File: config.mk
export PLATFORM = sky130hd
export DESIGN_NAME = fm_op_wave
export DESIGN_NICKNAME = d
export VERILOG_FILES = /design/src/rtl/fm_op_wave.sv
export SDC_FILE = /design/constraint.sdc
export NUM_CORES = 1
export LEC_CHECK = 0
export CAP_MARGIN = 40
export CORE_MARGIN = 2
export CORE_UTILIZATION = 46
export DETAILED_ROUTE_END_ITERATION = 6
export HOLD_SLACK_MARGIN = 0.05
export PLACE_DENSITY = 0.6
export SYNTH_ARGS = -nofsm -noshare
export SYNTH_HDL_FRONTEND = slang
export SYNTH_SLANG_ARGS = --single-unit
File: constraint.sdc
create_clock -name clk -period 11.5 [get_ports clk]
set_input_delay 1.15 -clock clk [delete_from_list [all_inputs] [get_ports clk]]
set_output_delay 1.15 -clock clk [all_outputs]
set_load 0.005 [all_outputs]
File: src/rtl/fm_op_wave.sv
// fm_op_wave: operator output stage. Per-slot 19-bit phase accumulator, log-sine lookup,
// envelope attenuation and exp conversion to a signed linear sample. Four register stages
// from next to out_valid; one sample per next strobe, order preserved.
module fm_op_wave #(
  parameter int unsigned NUM_OPS = 36
) (
  input  logic        clk,
  input  logic        reset,
  input  logic [5:0]  op_sel,
  input  logic        next,
  input  logic        op_reset,
  input  logic        restart,
  input  logic [2:0]  block,
  input  logic [9:0]  fnum,
  input  logic [3:0]  mult,
  input  logic [1:0]  ws,
  input  logic [9:0]  modulation,
  input  logic [8:0]  env,
  output logic        out_valid,
  output logic [5:0]  out_op,
  output logic [12:0] out_sample
);

  localparam int unsigned PH_W   = 19;
  localparam int unsigned IDX_W  = 10;
  localparam int unsigned Q_W    = 8;
  localparam int unsigned LS_W   = 12;
  localparam int unsigned ENV_W  = 9;
  localparam int unsigned ATT_W  = 13;
  localparam int unsigned M_W    = 12;
  localparam int unsigned SH_W   = 5;
  localparam int unsigned OP_W   = 6;
  localparam int unsigned OUT_W  = 13;
  localparam int unsigned FSH_W  = 17;
  localparam int unsigned PROD_W = 22;
  localparam int unsigned MT_W   = 5;
  localparam int unsigned ROM_N  = 256;
  localparam real         PI     = 3.14159265358979323846;

  // Frequency multiplier table, index 0 first (rightmost).
  localparam logic [15:0][MT_W-1:0] MT = {
    5'd30, 5'd30, 5'd24, 5'd24, 5'd20, 5'd20, 5'd18, 5'd16,
    5'd14, 5'd12, 5'd10, 5'd8,  5'd6,  5'd4,  5'd2,  5'd1
  };

  // Quarter-wave log-sine table, evaluated at elaboration only.
  function automatic logic [ROM_N-1:0][LS_W-1:0] gen_logsin();
    logic [ROM_N-1:0][LS_W-1:0] t;
    real s;
    t = '0;
    for (int i = 0; i < int'(ROM_N); i++) begin
      s = $sin((real'(i) + 0.5) * PI / 512.0);
      t[i] = LS_W'($rtoi(-256.0 * $ln(s) / $ln(2.0) + 0.5));
    end
    return t;
  endfunction

  // Fractional exponent table 2048*2^(-i/256), evaluated at elaboration only.
  function automatic logic [ROM_N-1:0][M_W-1:0] gen_exp();
    logic [ROM_N-1:0][M_W-1:0] t;
    t = '0;
    for (int i = 0; i < int'(ROM_N); i++) begin
      t[i] = M_W'($rtoi(2048.0 * $pow(2.0, -real'(i) / 256.0) + 0.5));
    end
    return t;
  endfunction

  localparam logic [ROM_N-1:0][LS_W-1:0] LOGSIN_ROM = gen_logsin();
  localparam logic [ROM_N-1:0][M_W-1:0]  EXP_ROM    = gen_exp();

  logic [PH_W-1:0]   phase_ram [NUM_OPS];
  logic              op_in_range;
  logic              ph_clear;
  logic [FSH_W-1:0]  fnum_sh;
  logic [PROD_W-1:0] inc_prod;
  logic [PH_W-1:0]   ph_inc;
  logic [PH_W-1:0]   ph_cur;
  logic [IDX_W-1:0]  idx;

  logic              v1, neg1, zero1;
  logic [OP_W-1:0]   op1;
  logic [Q_W-1:0]    q1;
  logic [ENV_W-1:0]  env1;

  logic              v2, neg2, zero2;
  logic [OP_W-1:0]   op2;
  logic [LS_W-1:0]   ls2;
  logic [ENV_W-1:0]  env2;

  logic              v3, neg3, zero3;
  logic [OP_W-1:0]   op3;
  logic [M_W-1:0]    m3;
  logic [SH_W-1:0]   sh3;

  logic [ATT_W-1:0]  att;
  logic [M_W-1:0]    mag;
  logic [OUT_W-1:0]  sample_nxt;

  // S0: phase increment and current phase read (cleared slots read as zero).
  always_comb begin
    op_in_range = (op_sel < OP_W'(NUM_OPS));
    ph_clear    = op_reset | restart;
    fnum_sh     = FSH_W'(fnum) << block;
    inc_prod    = PROD_W'(fnum_sh) * PROD_W'(MT[mult]);
    ph_inc      = PH_W'(inc_prod >> 1);
    ph_cur      = '0;
    if (!ph_clear && op_in_range) begin
      ph_cur = phase_ram[op_sel];
    end
    idx = ph_cur[PH_W-1:PH_W-IDX_W] + modulation;
  end

  // Phase RAM write-back; not touched by reset. Next-cycle async read sees this write.
  always_ff @(posedge clk) begin
    if (next && op_in_range) begin
      phase_ram[op_sel] <= ph_cur + ph_inc;
    end
  end

  // S1: fold phase into quarter-wave index, derive sign and waveform zeroing.
  always_ff @(posedge clk) begin
    if (reset) begin
      v1    <= 1'b0;
      op1   <= '0;
      q1    <= '0;
      neg1  <= 1'b0;
      zero1 <= 1'b0;
      env1  <= '0;
    end else begin
      v1    <= next;
      op1   <= op_sel;
      q1    <= idx[8] ? ~idx[7:0] : idx[7:0];
      neg1  <= idx[9] & ~ws[1];
      zero1 <= ((ws == 2'd1) & idx[9]) | ((ws == 2'd3) & idx[8]);
      env1  <= env;
    end
  end

  // S2: log-sine lookup.
  always_ff @(posedge clk) begin
    if (reset) begin
      v2    <= 1'b0;
      op2   <= '0;
      ls2   <= '0;
      neg2  <= 1'b0;
      zero2 <= 1'b0;
      env2  <= '0;
    end else begin
      v2    <= v1;
      op2   <= op1;
      ls2   <= LOGSIN_ROM[q1];
      neg2  <= neg1;
      zero2 <= zero1;
      env2  <= env1;
    end
  end

  // S3 attenuation sum; S4 shift and sign application.
  always_comb begin
    att        = ATT_W'(ls2) + ATT_W'({env2, 3'b000});
    mag        = m3 >> sh3;
    sample_nxt = '0;
    if (!zero3) begin
      sample_nxt = neg3 ? (OUT_W'(0) - OUT_W'(mag)) : OUT_W'(mag);
    end
  end

  // S3: exp lookup of the fractional part, keep integer part as shift.
  always_ff @(posedge clk) begin
    if (reset) begin
      v3    <= 1'b0;
      op3   <= '0;
      m3    <= '0;
      sh3   <= '0;
      neg3  <= 1'b0;
      zero3 <= 1'b0;
    end else begin
      v3    <= v2;
      op3   <= op2;
      m3    <= EXP_ROM[att[7:0]];
      sh3   <= att[12:8];
      neg3  <= neg2;
      zero3 <= zero2;
    end
  end

  // S4: output register; sample and op hold while no valid sample arrives.
  always_ff @(posedge clk) begin
    if (reset) begin
      out_valid  <= 1'b0;
      out_op     <= '0;
      out_sample <= '0;
    end else begin
      out_valid <= v3;
      if (v3) begin
        out_op     <= op3;
        out_sample <= sample_nxt;
      end
    end
  end

endmodule

==> Word level (Yosys, flattened, before mapping) <==
Memories as Yosys holds them, arrays and structs flattened. A register that Yosys moved wholly into a read port is not among the register bits.
Cells that the tools add are included.
{ "classes": {"n_reduce_logical": 3, "n_shift": 2, "muxes": 7, "div": 0, "n_addsub": 4, "n_eq_ne": 2, "bitwise_logic": 7, "magnitude_cmp": 2, "n_mul": 1} }
{ "ops": {"columns": ["cell", "count"], "rows": [
  ["13-bit 2-to-1 mux", 2],
  ["17-bit by 5-bit multiplier with 20-bit output", 1],
  ["19-bit adder", 1],
  ["19-bit 2-to-1 mux", 1],
  ["10-bit by 3-bit left shift with 17-bit output", 1],
  ["12-bit by 12-bit adder with 13-bit output", 1],
  ["1-bit by 12-bit subtractor with 13-bit output, first input constant", 1],
  ["12-bit by 5-bit >> shifter with 12-bit output", 1],
  ["10-bit adder", 1],
  ["8-bit 2-to-1 mux", 1],
  ["8-bit inverter", 1],
  ["6-bit < comparator, second input constant", 1],
  ["4-bit by 5-bit < comparator with 1-bit output, second input constant", 1],
  ["5-bit 2-to-1 mux", 1],
  ["1-bit AND", 3],
  ["2-bit by 1-bit == test with 1-bit output, second input constant", 1],
  ["2-bit == test, second input constant", 1],
  ["1-bit logical AND", 2],
  ["1-bit 2-to-1 mux", 2],
  ["1-bit bitwise OR", 2],
  ["1-bit logical NOT", 1],
  ["1-bit inverter", 1]
]} }
{ "word_totals": {"wordCells": 51, "n_memories": 4, "ram_bits": 684, "out_inout_bits": 20, "rom_bits": 6224, "reg_bits": 78, "latch_bits": 0} }
{ "mem_list": {"columns": ["memory", "words", "word_bits", "read_ports", "rd_clocked_by_memory_dff", "wr", "line_no", "rtl"], "rows": [
  ["(name not given)", 256, 12, 1, 1, 0, "180", "m3 <= EXP_ROM[att[7:0]];"],
  ["(name not given)", 256, 12, 1, 1, 0, "151", "ls2 <= LOGSIN_ROM[q1];"],
  ["phase_ram", 36, 19, 1, 0, 1, "71", "logic [PH_W-1:0] phase_ram [NUM_OPS];"],
  ["(name not given)", 16, 5, 1, 0, 0, "104", "inc_prod = PROD_W'(fnum_sh) * PROD_W'(MT[mult]);"]
]} }

==> Logic depth before layout (Yosys ltp) <==
Gate-level depths: netlist (run 1).
{ "depth": {"word_depth": 7, "mapped_depth": 28, "mapped_depth_nobuf": 27} }

==> Worst setup path before layout (run 1) <==
Ideal clock, no wire load.
{ "synth_path": {"kind": "input port to flip-flop", "startpoint": "in block[0]", "endpoint": "mem phase_ram[0][18] (data pin)", "stages": 26, "t_arrival_ns": 7.456, "path_slack_ns": 3.652, "setup_ns": 0.392, "required_time_ns": 11.108, "cell_sequence": "buf_1 -> mux2_2 -> nor2_1 -> a21oi_1 -> mux2i_1 -> nor2b_1 -> fa_1 -> fa_1 -> inv_1 -> fa_1 -> inv_1 -> ha_1 -> a211o_1 -> o211ai_1 -> o211ai_1 -> a21o_1 -> a21oi_1 -> xnor2_1 -> ha_1 -> a21boi_0 -> nor3_1 -> o21ai_1 -> a31o_2 -> a21oi_1 -> o21ai_0 -> xor2_1"} }
{ "synth_between": {"elab_chain_len": 3} }
{ "synth_rtl": {"columns": ["item", "line_no", "rtl"], "rows": [
  ["from (decl)", "13", "input logic [2:0] block,"],
  ["10-bit by 3-bit left shift with 17-bit output", "103", "fnum_sh = FSH_W'(fnum) << block;"],
  ["17-bit by 5-bit multiplier with 20-bit output", "104", null],
  ["19-bit adder", "116", "phase_ram[op_sel] <= ph_cur + ph_inc;"],
  ["to (decl)", "71", null]
]} }
Every way passes these cells.

==> Final worst setup path (run 1) <==
{ "layout_path": {"startpoint": "in block[0]", "endpoint": "mem phase_ram[14][17] (data pin)"} }
Same word-level chain as after synthesis.

==> flow_results.xml, run 1 <==
<?xml version="1.0" encoding="UTF-8"?>
<metrics>
  <group name="sta">
    <metric name="max_slew.worst_pin.slew" unit="ns">0.973</metric>
    <metric name="min_hold_slack" unit="ns">0.421</metric>
    <metric name="maxClockFrequency" unit="MHz">125</metric>
    <metric name="finalWorstPathRequiredPeriod" unit="ns">8.00</metric>
    <metric name="final_hold_viol_count" unit="">0</metric>
    <metric name="final-max-slew-violation-count" unit="">0</metric>
    <metric name="count_of_endpoints_failing_setup_in_the_final_report" unit="">0</metric>
    <metric name="period_share" unit="%">69.5</metric>
    <metric name="final.setup.tns" unit="ns">0</metric>
    <metric name="grt_setup_unrepaired" unit="">false</metric>
    <metric name="relative_slew_margins" unit="%">34.9</metric>
    <metric name="fin_skew" unit="ns">0.0674</metric>
  </group>
  <group name="pwr">
    <metric name="power.switching_fraction" unit="%">33.1</metric>
    <metric name="irDropWorstVdd" unit="µV">153</metric>
    <metric name="power-per-cell-area" unit="mW/mm²">199</metric>
    <metric name="p_leak" unit="nW">14.8</metric>
    <metric name="share_clk_of_total_power" unit="%">29.5</metric>
    <metric name="comb_power_share" unit="%">27.9</metric>
    <metric name="portion_of_total_power_attributed_to_sequential_cells" unit="%">42.6</metric>
    <metric name="intPower" unit="mW">5.75</metric>
    <metric name="switching_power" unit="mW">2.85</metric>
  </group>
  <group name="routing">
    <metric name="detail_route.wl_per_cell" unit="µm">26.8</metric>
    <metric name="totalWireLength" unit="mm">114</metric>
    <metric name="viasPerCell" unit="">6.32</metric>
    <metric name="ant_nets" unit="">0</metric>
    <metric name="drtPass1Iterations" unit="">5</metric>
    <metric name="drt_drc_violations_left" unit="">0</metric>
    <metric name="drt-initial-drc-count" unit="">2946</metric>
    <metric name="total_number_of_vias" unit="">26864</metric>
  </group>
  <group name="critical_path">
    <metric name="crit_path_max_fanout" unit="">20</metric>
    <metric name="critPathLaunchType" unit="">input port</metric>
    <metric name="worst_ep_arrival_time" unit="ns">8.38</metric>
    <metric name="setup.worst_path.class" unit="">input port to flop</metric>
    <metric name="worst_r2r_path_depth" unit="">16</metric>
    <metric name="critical_path_required" unit="ns">11.88</metric>
    <metric name="timing.critical_path.to_type" unit="">flop</metric>
  </group>
  <group name="worst_hold_path">
    <metric name="hold_depth" unit="">1</metric>
    <metric name="hp-class" unit="">flop to flop</metric>
  </group>
  <group name="clock_tree">
    <metric name="clock_tree.root_cell" unit="">sky130_fd_sc_hd__clkbuf_16</metric>
    <metric name="cts_max_path_buffers" unit="">3</metric>
    <metric name="postCtsSetupBuffers" unit="">0</metric>
    <metric name="tritoncts_num_sinks" unit="">786</metric>
    <metric name="tritoncts.num_buffers" unit="">83</metric>
    <metric name="insertion_delay" unit="ns">0.68</metric>
    <metric name="cts_resized" unit="">0</metric>
    <metric name="tritoncts" unit="">built</metric>
    <metric name="clkTransAtPathRegs" unit="ns">0.06</metric>
    <metric name="post_cts_hold_buffer_count" unit="">0</metric>
    <metric name="clock_tree.htree_level_count" unit="">3</metric>
  </group>
  <group name="yosys">
    <metric name="netlist-cell-type-count" unit="">91</metric>
    <metric name="ys_async_sr_fraction" unit="%">0</metric>
    <metric name="number_of_flops_mapped_to_enable_cells_by_yosys" unit="">684</metric>
    <metric name="synth_fp_nets" unit="">3261</metric>
    <metric name="netlist.area_leader.share" unit="%">53.7</metric>
    <metric name="seq_area_frac_synth" unit="%">59.0</metric>
    <metric name="synth.largest_area_cell" unit="">sky130_fd_sc_hd__edfxtp_1</metric>
    <metric name="synth.ff_latch_count" unit="">786</metric>
    <metric name="avgSynthCellArea" unit="µm²">12.4</metric>
    <metric name="dominantRegCellSynth" unit="">sky130_fd_sc_hd__edfxtp_1</metric>
    <metric name="yosys_warnings" unit="">0</metric>
    <metric name="synth_top_cells_by_count" unit="">684 x sky130_fd_sc_hd__edfxtp_1, 233 x sky130_fd_sc_hd__nor2_1, 191 x sky130_fd_sc_hd__a21oi_1, 191 x sky130_fd_sc_hd__nand2_1, 140 x sky130_fd_sc_hd__a22oi_1</metric>
    <metric name="synth_most_common_cell" unit="">sky130_fd_sc_hd__edfxtp_1</metric>
    <metric name="syn_area" unit="mm²">0.0383</metric>
    <metric name="syn-instance-count" unit="">3076</metric>
    <metric name="yosys-top-cells-area" unit="">sky130_fd_sc_hd__edfxtp_1 54%, sky130_fd_sc_hd__dfxtp_1 5.3%, sky130_fd_sc_hd__mux4_2 3.2%, sky130_fd_sc_hd__ha_1 2.9%, sky130_fd_sc_hd__a22oi_1 2.7%</metric>
  </group>
  <group name="job">
    <metric name="maxCapViolCount" unit="">0</metric>
  </group>
  <group name="place">
    <metric name="io_buffers" unit="">68</metric>
    <metric name="detailed_placement_hpwl" unit="mm">70.9</metric>
    <metric name="place_area" unit="mm²">0.0406</metric>
    <metric name="globalplace.congestion" unit="">0.891</metric>
    <metric name="dpl.cell_count" unit="">4102</metric>
  </group>
  <group name="floorplan">
    <metric name="die_h" unit="µm">292</metric>
    <metric name="design.portCount" unit="">69</metric>
    <metric name="floorplan.die.width" unit="µm">292</metric>
    <metric name="core_area" unit="mm²">0.0822</metric>
    <metric name="die_area" unit="mm²">0.0855</metric>
    <metric name="std_cell_rows" unit="">105</metric>
    <metric name="initial_utilization" unit="%">46.5</metric>
  </group>
  <group name="grt">
    <metric name="grtUsageTotal" unit="%">26.4</metric>
    <metric name="grt_max_degree" unit="">84</metric>
    <metric name="grt_first_pass_wirelength" unit="mm">171</metric>
    <metric name="initial_antenna_violation_count" unit="">0</metric>
    <metric name="grt_overflow" unit="">0</metric>
    <metric name="first_global_vias" unit="">26357</metric>
  </group>
  <group name="finish">
    <metric name="areaGrowthSynthToFinish" unit="%">12.9</metric>
    <metric name="n_fill_cell" unit="">6948</metric>
    <metric name="design.final.nets" unit="">3302</metric>
    <metric name="instances_no_fill" unit="">4251</metric>
    <metric name="post_route_cells_drive_above_1_share" unit="%">12.4</metric>
    <metric name="fin_area" unit="mm²">0.0432</metric>
    <metric name="antenna-diode-count" unit="">0</metric>
  </group>
  <group name="outcome">
    <metric name="run_status" unit="">finished clean</metric>
  </group>
</metrics>
-- flip-flops by register name, indices dropped and copies added (netlist names), 5 cells and up --
signal,flops
phase_ram,684
out_sample,13
ls2,12
m3,12
env1,9
env2,9
q1,8
op1,6
op2,6
op3,6
out_op,6
sh3,5
-- cells by family (layout without fill, tap and decap cells) --
| logic type | after synthesis | count (layout) | synth area share (%) |
|---|---|---|---|
| AO/OA/AOI/OAI | 871 | 871 | 15.6 |
| buffers and inverters | 324 | 429 | 3.41 |
| adder cells (fa/ha/maj) | 136 | 136 | 5.37 |
| flip-flops | 786 | 786 | 59.0 |
| AND/OR/NAND/NOR | 739 | 739 | 9.14 |
| XOR/XNOR | 70 | 70 | 1.62 |
| multiplexers | 150 | 150 | 5.84 |
-- layout by cell type, fill, tap and decap left out, types with 12 or more instances in the layout --
| cell type | n |
|---|---|
| sky130_fd_sc_hd__buf_4 | 100 |
| sky130_fd_sc_hd__nand2b_1 | 31 |
| sky130_fd_sc_hd__inv_1 | 104 |
| sky130_fd_sc_hd__nor2_4 | 14 |
| sky130_fd_sc_hd__and2_1 | 27 |
| sky130_fd_sc_hd__a21o_1 | 16 |
| sky130_fd_sc_hd__a311oi_1 | 18 |
| sky130_fd_sc_hd__a21oi_1 | 191 |
| sky130_fd_sc_hd__fa_1 | 46 |
| sky130_fd_sc_hd__o21ai_1 | 34 |
| sky130_fd_sc_hd__a31oi_1 | 31 |
| sky130_fd_sc_hd__nand3_1 | 42 |
| sky130_fd_sc_hd__edfxtp_1 | 684 |
| sky130_fd_sc_hd__clkbuf_1 | 19 |
| sky130_fd_sc_hd__a221oi_1 | 65 |
| sky130_fd_sc_hd__a211oi_1 | 57 |
| sky130_fd_sc_hd__o211ai_1 | 38 |
| sky130_fd_sc_hd__clkdlybuf4s50_1 | 63 |
| sky130_fd_sc_hd__mux2i_1 | 62 |
| sky130_fd_sc_hd__nor2_2 | 23 |
| sky130_fd_sc_hd__clkbuf_16 | 84 |
| sky130_fd_sc_hd__a22o_1 | 33 |
| sky130_fd_sc_hd__xnor2_2 | 12 |
| sky130_fd_sc_hd__a22oi_1 | 140 |
| sky130_fd_sc_hd__clkinv_2 | 13 |
| sky130_fd_sc_hd__nor3_1 | 45 |
| sky130_fd_sc_hd__nand2_1 | 191 |
| sky130_fd_sc_hd__mux2_2 | 28 |
| sky130_fd_sc_hd__ha_1 | 88 |
| sky130_fd_sc_hd__nor2_1 | 197 |
| sky130_fd_sc_hd__nor2b_1 | 95 |
| sky130_fd_sc_hd__clkinv_1 | 17 |
| sky130_fd_sc_hd__o22ai_1 | 15 |
| sky130_fd_sc_hd__dfxtp_1 | 98 |
| sky130_fd_sc_hd__nand4_1 | 17 |
| sky130_fd_sc_hd__o21ai_0 | 110 |
| sky130_fd_sc_hd__mux4_2 | 54 |
| sky130_fd_sc_hd__xnor2_1 | 40 |
-- critical path, cell delays in order --
cell and delay (ns):
sky130_fd_sc_hd__clkdlybuf4s50_1 0.66, sky130_fd_sc_hd__nand2b_1 0.31, sky130_fd_sc_hd__mux2i_1 0.19, sky130_fd_sc_hd__nor2b_1 0.35, sky130_fd_sc_hd__nand2_1 0.13, sky130_fd_sc_hd__fa_1 0.60
sky130_fd_sc_hd__fa_1 0.43, sky130_fd_sc_hd__fa_1 0.49, sky130_fd_sc_hd__inv_1 0.04, sky130_fd_sc_hd__ha_1 0.32, sky130_fd_sc_hd__nor2b_1 0.15, sky130_fd_sc_hd__o21ai_1 0.16
sky130_fd_sc_hd__a21boi_1 0.14, sky130_fd_sc_hd__o31ai_1 0.41, sky130_fd_sc_hd__nand2_1 0.10, sky130_fd_sc_hd__a21oi_1 0.21, sky130_fd_sc_hd__xnor2_1 0.15, sky130_fd_sc_hd__ha_1 0.33
sky130_fd_sc_hd__a21oi_1 0.17, sky130_fd_sc_hd__a21boi_0 0.12, sky130_fd_sc_hd__nor3_1 0.25, sky130_fd_sc_hd__o21ai_1 0.12, sky130_fd_sc_hd__a31o_2 0.31, sky130_fd_sc_hd__mux2i_1 0.22
sky130_fd_sc_hd__o2111ai_2 0.49, sky130_fd_sc_hd__buf_4 0.40
-- power groups by stage --
stage	sequential [mW]	clock (mW)	combinational [mW]
after floorplan	3.72	0	1.52
after global placement	3.72	0	2.30
after detailed placement	3.72	0	2.36
after CTS	3.66	2.58	2.37
after global routing	3.67	2.69	2.60
final	3.66	2.54	2.40
-- layout make-up --
type	count	area, µm²	share of cell area (%)
clock inverter	44	402	0.929
timing repair buffer	172	1570	3.63
sequential	786	22600	52.3
multi-input combinational	1966	14700	34.0
inverter	108	405	0.938
tap	1070	1340	3.10
clock buffer	105	2200	5.09
-- layer usage --
layer / GRT usage, % / part of all wire, %
met4: 6.85 / 2.5
met1: 36.5 / 41
met2: 43.9 / 49
met3: 3.71 / 7.4
met5: 0 / 0
-- per-stage QoR --
stage | total power, mW | util (%) | setup slack (ns)
2_1_floorplan | 5.24 | - | 3.65
3_3_place_gp | 6.02 | 49.1 | 3.18
3_5_place_dp | 6.09 | 49.4 | 2.93
4_1_cts | 8.62 | 52.5 | 3.59
5_1_grt | 8.96 | 52.5 | 3.01
6_report | 8.60 | 52.5 | 3.50
-- worst paths after layout --
kind                    from                 to  slack, ns
min reg2reg          env1[4]            env2[4]       0.42
min                  env1[4]            env2[4]       0.42
max reg2reg  phase_ram[6][6]  phase_ram[14][17]       5.92
max                 block[0]  phase_ram[14][17]       3.50
(Power assumes the default switching activity.)
==> inputs of run 2 (changes only) <==
PLACE_DENSITY = 0.62   (was 0.6)
clock period = 6.99 ns   (was 11.5 ns; I/O delays follow)
==> run 2 against run 1 <==
Net effect:
- combinational power is 79% higher
- total power is 69% higher
- sequential share of layout area is 1.4 points lower
- critical path type unchanged
- non-clock buffer count is 148 higher
- hold slack better by 0.015 ns
- global-route usage is 0.26 points higher
- register-to-register slack worse by 3.8 ns
- highest routed layer is now met5
- first-iteration DRC count is 19% higher
- final area is 2.7% higher
- via count is 3.2% higher
- die area stayed put
- largest power group unchanged
==> flow_results.xml, run 2 (synthesis gave the netlist of run 1 again) <==
<?xml version="1.0" encoding="UTF-8"?>
<metrics>
  <group name="outcome">
    <metric name="run_status" unit="">finished clean</metric>
  </group>
  <group name="pwr">
    <metric name="irDropWorstVdd" unit="µV">286</metric>
    <metric name="intPower" unit="mW">9.76</metric>
    <metric name="comb_power_share" unit="%">29.6</metric>
    <metric name="power.switching_fraction" unit="%">32.8</metric>
    <metric name="share_clk_of_total_power" unit="%">28.8</metric>
    <metric name="total_power" unit="mW">14.5</metric>
    <metric name="power-per-cell-area" unit="mW/mm²">327</metric>
    <metric name="p_leak" unit="nW">15.5</metric>
    <metric name="portion_of_total_power_attributed_to_sequential_cells" unit="%">41.7</metric>
    <metric name="switching_power" unit="mW">4.76</metric>
  </group>
  <group name="floorplan">
    <metric name="initial_utilization" unit="%">46.5</metric>
    <metric name="die_h" unit="µm">292</metric>
    <metric name="std_cell_rows" unit="">105</metric>
    <metric name="design.portCount" unit="">69</metric>
    <metric name="floorplan.die.width" unit="µm">292</metric>
    <metric name="core_area" unit="mm²">0.0822</metric>
    <metric name="die_area" unit="mm²">0.0855</metric>
  </group>
  <group name="routing">
    <metric name="total_number_of_vias" unit="">27716</metric>
    <metric name="totalWireLength" unit="mm">115</metric>
    <metric name="viasPerCell" unit="">6.30</metric>
    <metric name="drt_drc_violations_left" unit="">0</metric>
    <metric name="drt-initial-drc-count" unit="">3510</metric>
    <metric name="ant_nets" unit="">0</metric>
    <metric name="detail_route.wl_per_cell" unit="µm">26.2</metric>
    <metric name="drtPass1Iterations" unit="">6</metric>
  </group>
  <group name="clock_tree">
    <metric name="tritoncts" unit="">built</metric>
    <metric name="clock_tree.root_cell" unit="">sky130_fd_sc_hd__clkbuf_16</metric>
    <metric name="clock_tree.htree_level_count" unit="">3</metric>
    <metric name="insertion_delay" unit="ns">0.65</metric>
    <metric name="clkTransAtPathRegs" unit="ns">0.06</metric>
    <metric name="cts_max_path_buffers" unit="">3</metric>
    <metric name="post_cts_hold_buffer_count" unit="">0</metric>
    <metric name="tritoncts_num_sinks" unit="">786</metric>
    <metric name="tritoncts.num_buffers" unit="">81</metric>
  </group>
  <group name="critical_path">
    <metric name="worst_r2r_path_depth" unit="">18</metric>
    <metric name="reg2reg_slack" unit="ns">2.14</metric>
    <metric name="endpoint" unit="">phase_ram[27][18]</metric>
    <metric name="critPathLaunchType" unit="">input port</metric>
    <metric name="cpMaxStageDelayCell" unit="">sky130_fd_sc_hd__fa_1</metric>
    <metric name="crit_path_max_fanout" unit="">18</metric>
    <metric name="setup.worst_path.class" unit="">input port to flop</metric>
    <metric name="cpPeakStageDelay" unit="ns">0.50</metric>
    <metric name="timing.rr.start" unit="">phase_ram[18][0]</metric>
    <metric name="reg2reg_to" unit="">phase_ram[27][18]</metric>
    <metric name="crit_path_start" unit="">block[1]</metric>
    <metric name="timing.critical_path.to_type" unit="">flop</metric>
    <metric name="critical_path_required" unit="ns">7.37</metric>
    <metric name="worst_ep_arrival_time" unit="ns">6.92</metric>
  </group>
  <group name="sta">
    <metric name="fin_skew" unit="ns">0.0245</metric>
    <metric name="grt_setup_unrepaired" unit="">false</metric>
    <metric name="relative_slew_margins" unit="%">35.9</metric>
    <metric name="final-max-slew-violation-count" unit="">0</metric>
    <metric name="count_of_endpoints_failing_setup_in_the_final_report" unit="">0</metric>
    <metric name="period_share" unit="%">93.6</metric>
    <metric name="maxClockFrequency" unit="MHz">153</metric>
    <metric name="max_slew.worst_pin.slew" unit="ns">0.956</metric>
    <metric name="final_hold_viol_count" unit="">0</metric>
    <metric name="finalWorstPathRequiredPeriod" unit="ns">6.54</metric>
  </group>
  <group name="grt">
    <metric name="grt_max_degree" unit="">78</metric>
    <metric name="initial_antenna_violation_count" unit="">5</metric>
    <metric name="grtUsageMet1" unit="%">36.4</metric>
    <metric name="use_met3" unit="%">3.74</metric>
    <metric name="grt_overflow" unit="">0</metric>
    <metric name="globalRoute.busiestLayer" unit="">met2</metric>
    <metric name="grt_first_pass_wirelength" unit="mm">172</metric>
    <metric name="first_global_vias" unit="">27029</metric>
    <metric name="gr-usage-met2" unit="%">43.6</metric>
    <metric name="grtUsageTotal" unit="%">26.7</metric>
  </group>
  <group name="place">
    <metric name="globalplace.congestion" unit="">0.907</metric>
    <metric name="place_area" unit="mm²">0.0417</metric>
    <metric name="io_buffers" unit="">68</metric>
    <metric name="detailed_placement_hpwl" unit="mm">73.0</metric>
  </group>
  <group name="finish">
    <metric name="final_cell_mix" unit="">684 x sky130_fd_sc_hd__edfxtp_1, 237 x sky130_fd_sc_hd__buf_4, 196 x sky130_fd_sc_hd__nor2_1</metric>
    <metric name="top_register" unit="">phase_ram</metric>
    <metric name="design.final.nets" unit="">3449</metric>
    <metric name="areaGrowthSynthToFinish" unit="%">16.0</metric>
    <metric name="largest_reg_flops" unit="">684</metric>
    <metric name="most_common_library_cell_in_the_layout_ignoring_fill_and_taps" unit="">sky130_fd_sc_hd__edfxtp_1</metric>
    <metric name="post_route_cells_drive_above_1_share" unit="%">16.6</metric>
    <metric name="reg.largest.list" unit="">phase_ram (684), out_sample (13)</metric>
    <metric name="fin_area" unit="mm²">0.0444</metric>
  </group>
  <group name="job">
    <metric name="maxCapViolCount" unit="">0</metric>
  </group>
  <group name="worst_hold_path">
    <metric name="hp-class" unit="">flop to flop</metric>
  </group>
</metrics>
==> run 2: stage by stage <==
| stage | cells | hold WS (ns) | setup TNS, ns | util, % | setup WS [ns] |
|---|---|---|---|---|---|
| global placement | 4239 | 0.418 | -35.10 | 50.6 | -0.655 |
| floorplan | 3076 | 0.414 | -0.401 | - | -0.0111 |
| global route | 4399 | 0.449 | 0 | 53.9 | 0.0129 |
| finish | 4400 | 0.436 | 0 | 53.9 | 0.448 |
| CTS | 4391 | 0.440 | 0 | 53.9 | 0.0354 |
| detailed placement | 4245 | 0.423 | -55.36 | 50.7 | -0.880 |
==> run 2: layout make-up <==
cell class	instances	area, µm²
flip-flops and latches	786	22600
multi-input cells	1967	14700
clock inverters	51	453
clock buffers	94	2100
inverters	108	405
fillers	6909	37900
well taps	1070	1340
diodes	4	10.0
repair buffers	320	2770
==> run 2: worst min path at each step <==
stage                     startpoint       to  slack [ns]  cells after the start
final                          zero2    zero3        0.44                      1
after global routing              v2       v3        0.45                      1
after CTS                      zero2    zero3        0.44                      1
after detailed placement     env1[2]  env2[2]        0.42                      1
after global placement        op2[2]   op3[2]        0.42                      1
after floorplan              env1[0]  env2[0]        0.41                      1
==> run 2: layer usage <==
layer | vias to the layer above | routed length, µm
met2 | 1466 | 55000
met5 | - | 10
met4 | 2 | 4400
met1 | 13874 | 46300
met3 | 232 | 9590
li1 | 12142 | -
==> run 2: what timing repair did <==
action,CTS,global route
cloned,1,0
pin swaps,1,2
endpoints found under the setup margin,36,108
setup buffers,0,4
resized for setup,3,4
==> run 2: power by group through the flow <==
stage / combinational [mW] / sequential (mW) / clock, mW
floorplan: 2.51 / 6.11 / 0
global placement: 4.08 / 6.16 / 0
detailed placement: 4.21 / 6.15 / 0
CTS: 4.24 / 6.05 / 4.23
global route: 4.65 / 6.06 / 4.42
finish: 4.29 / 6.05 / 4.18
==> run 2: critical path: cells and delay by family <==
kind,cells,cell delay (ns)
compound gates,9,1.70
xor+xnor,2,0.37
fa+ha+maj,5,1.99
buf+inv,5,0.92
mux,1,0.25
simple gates,6,0.98
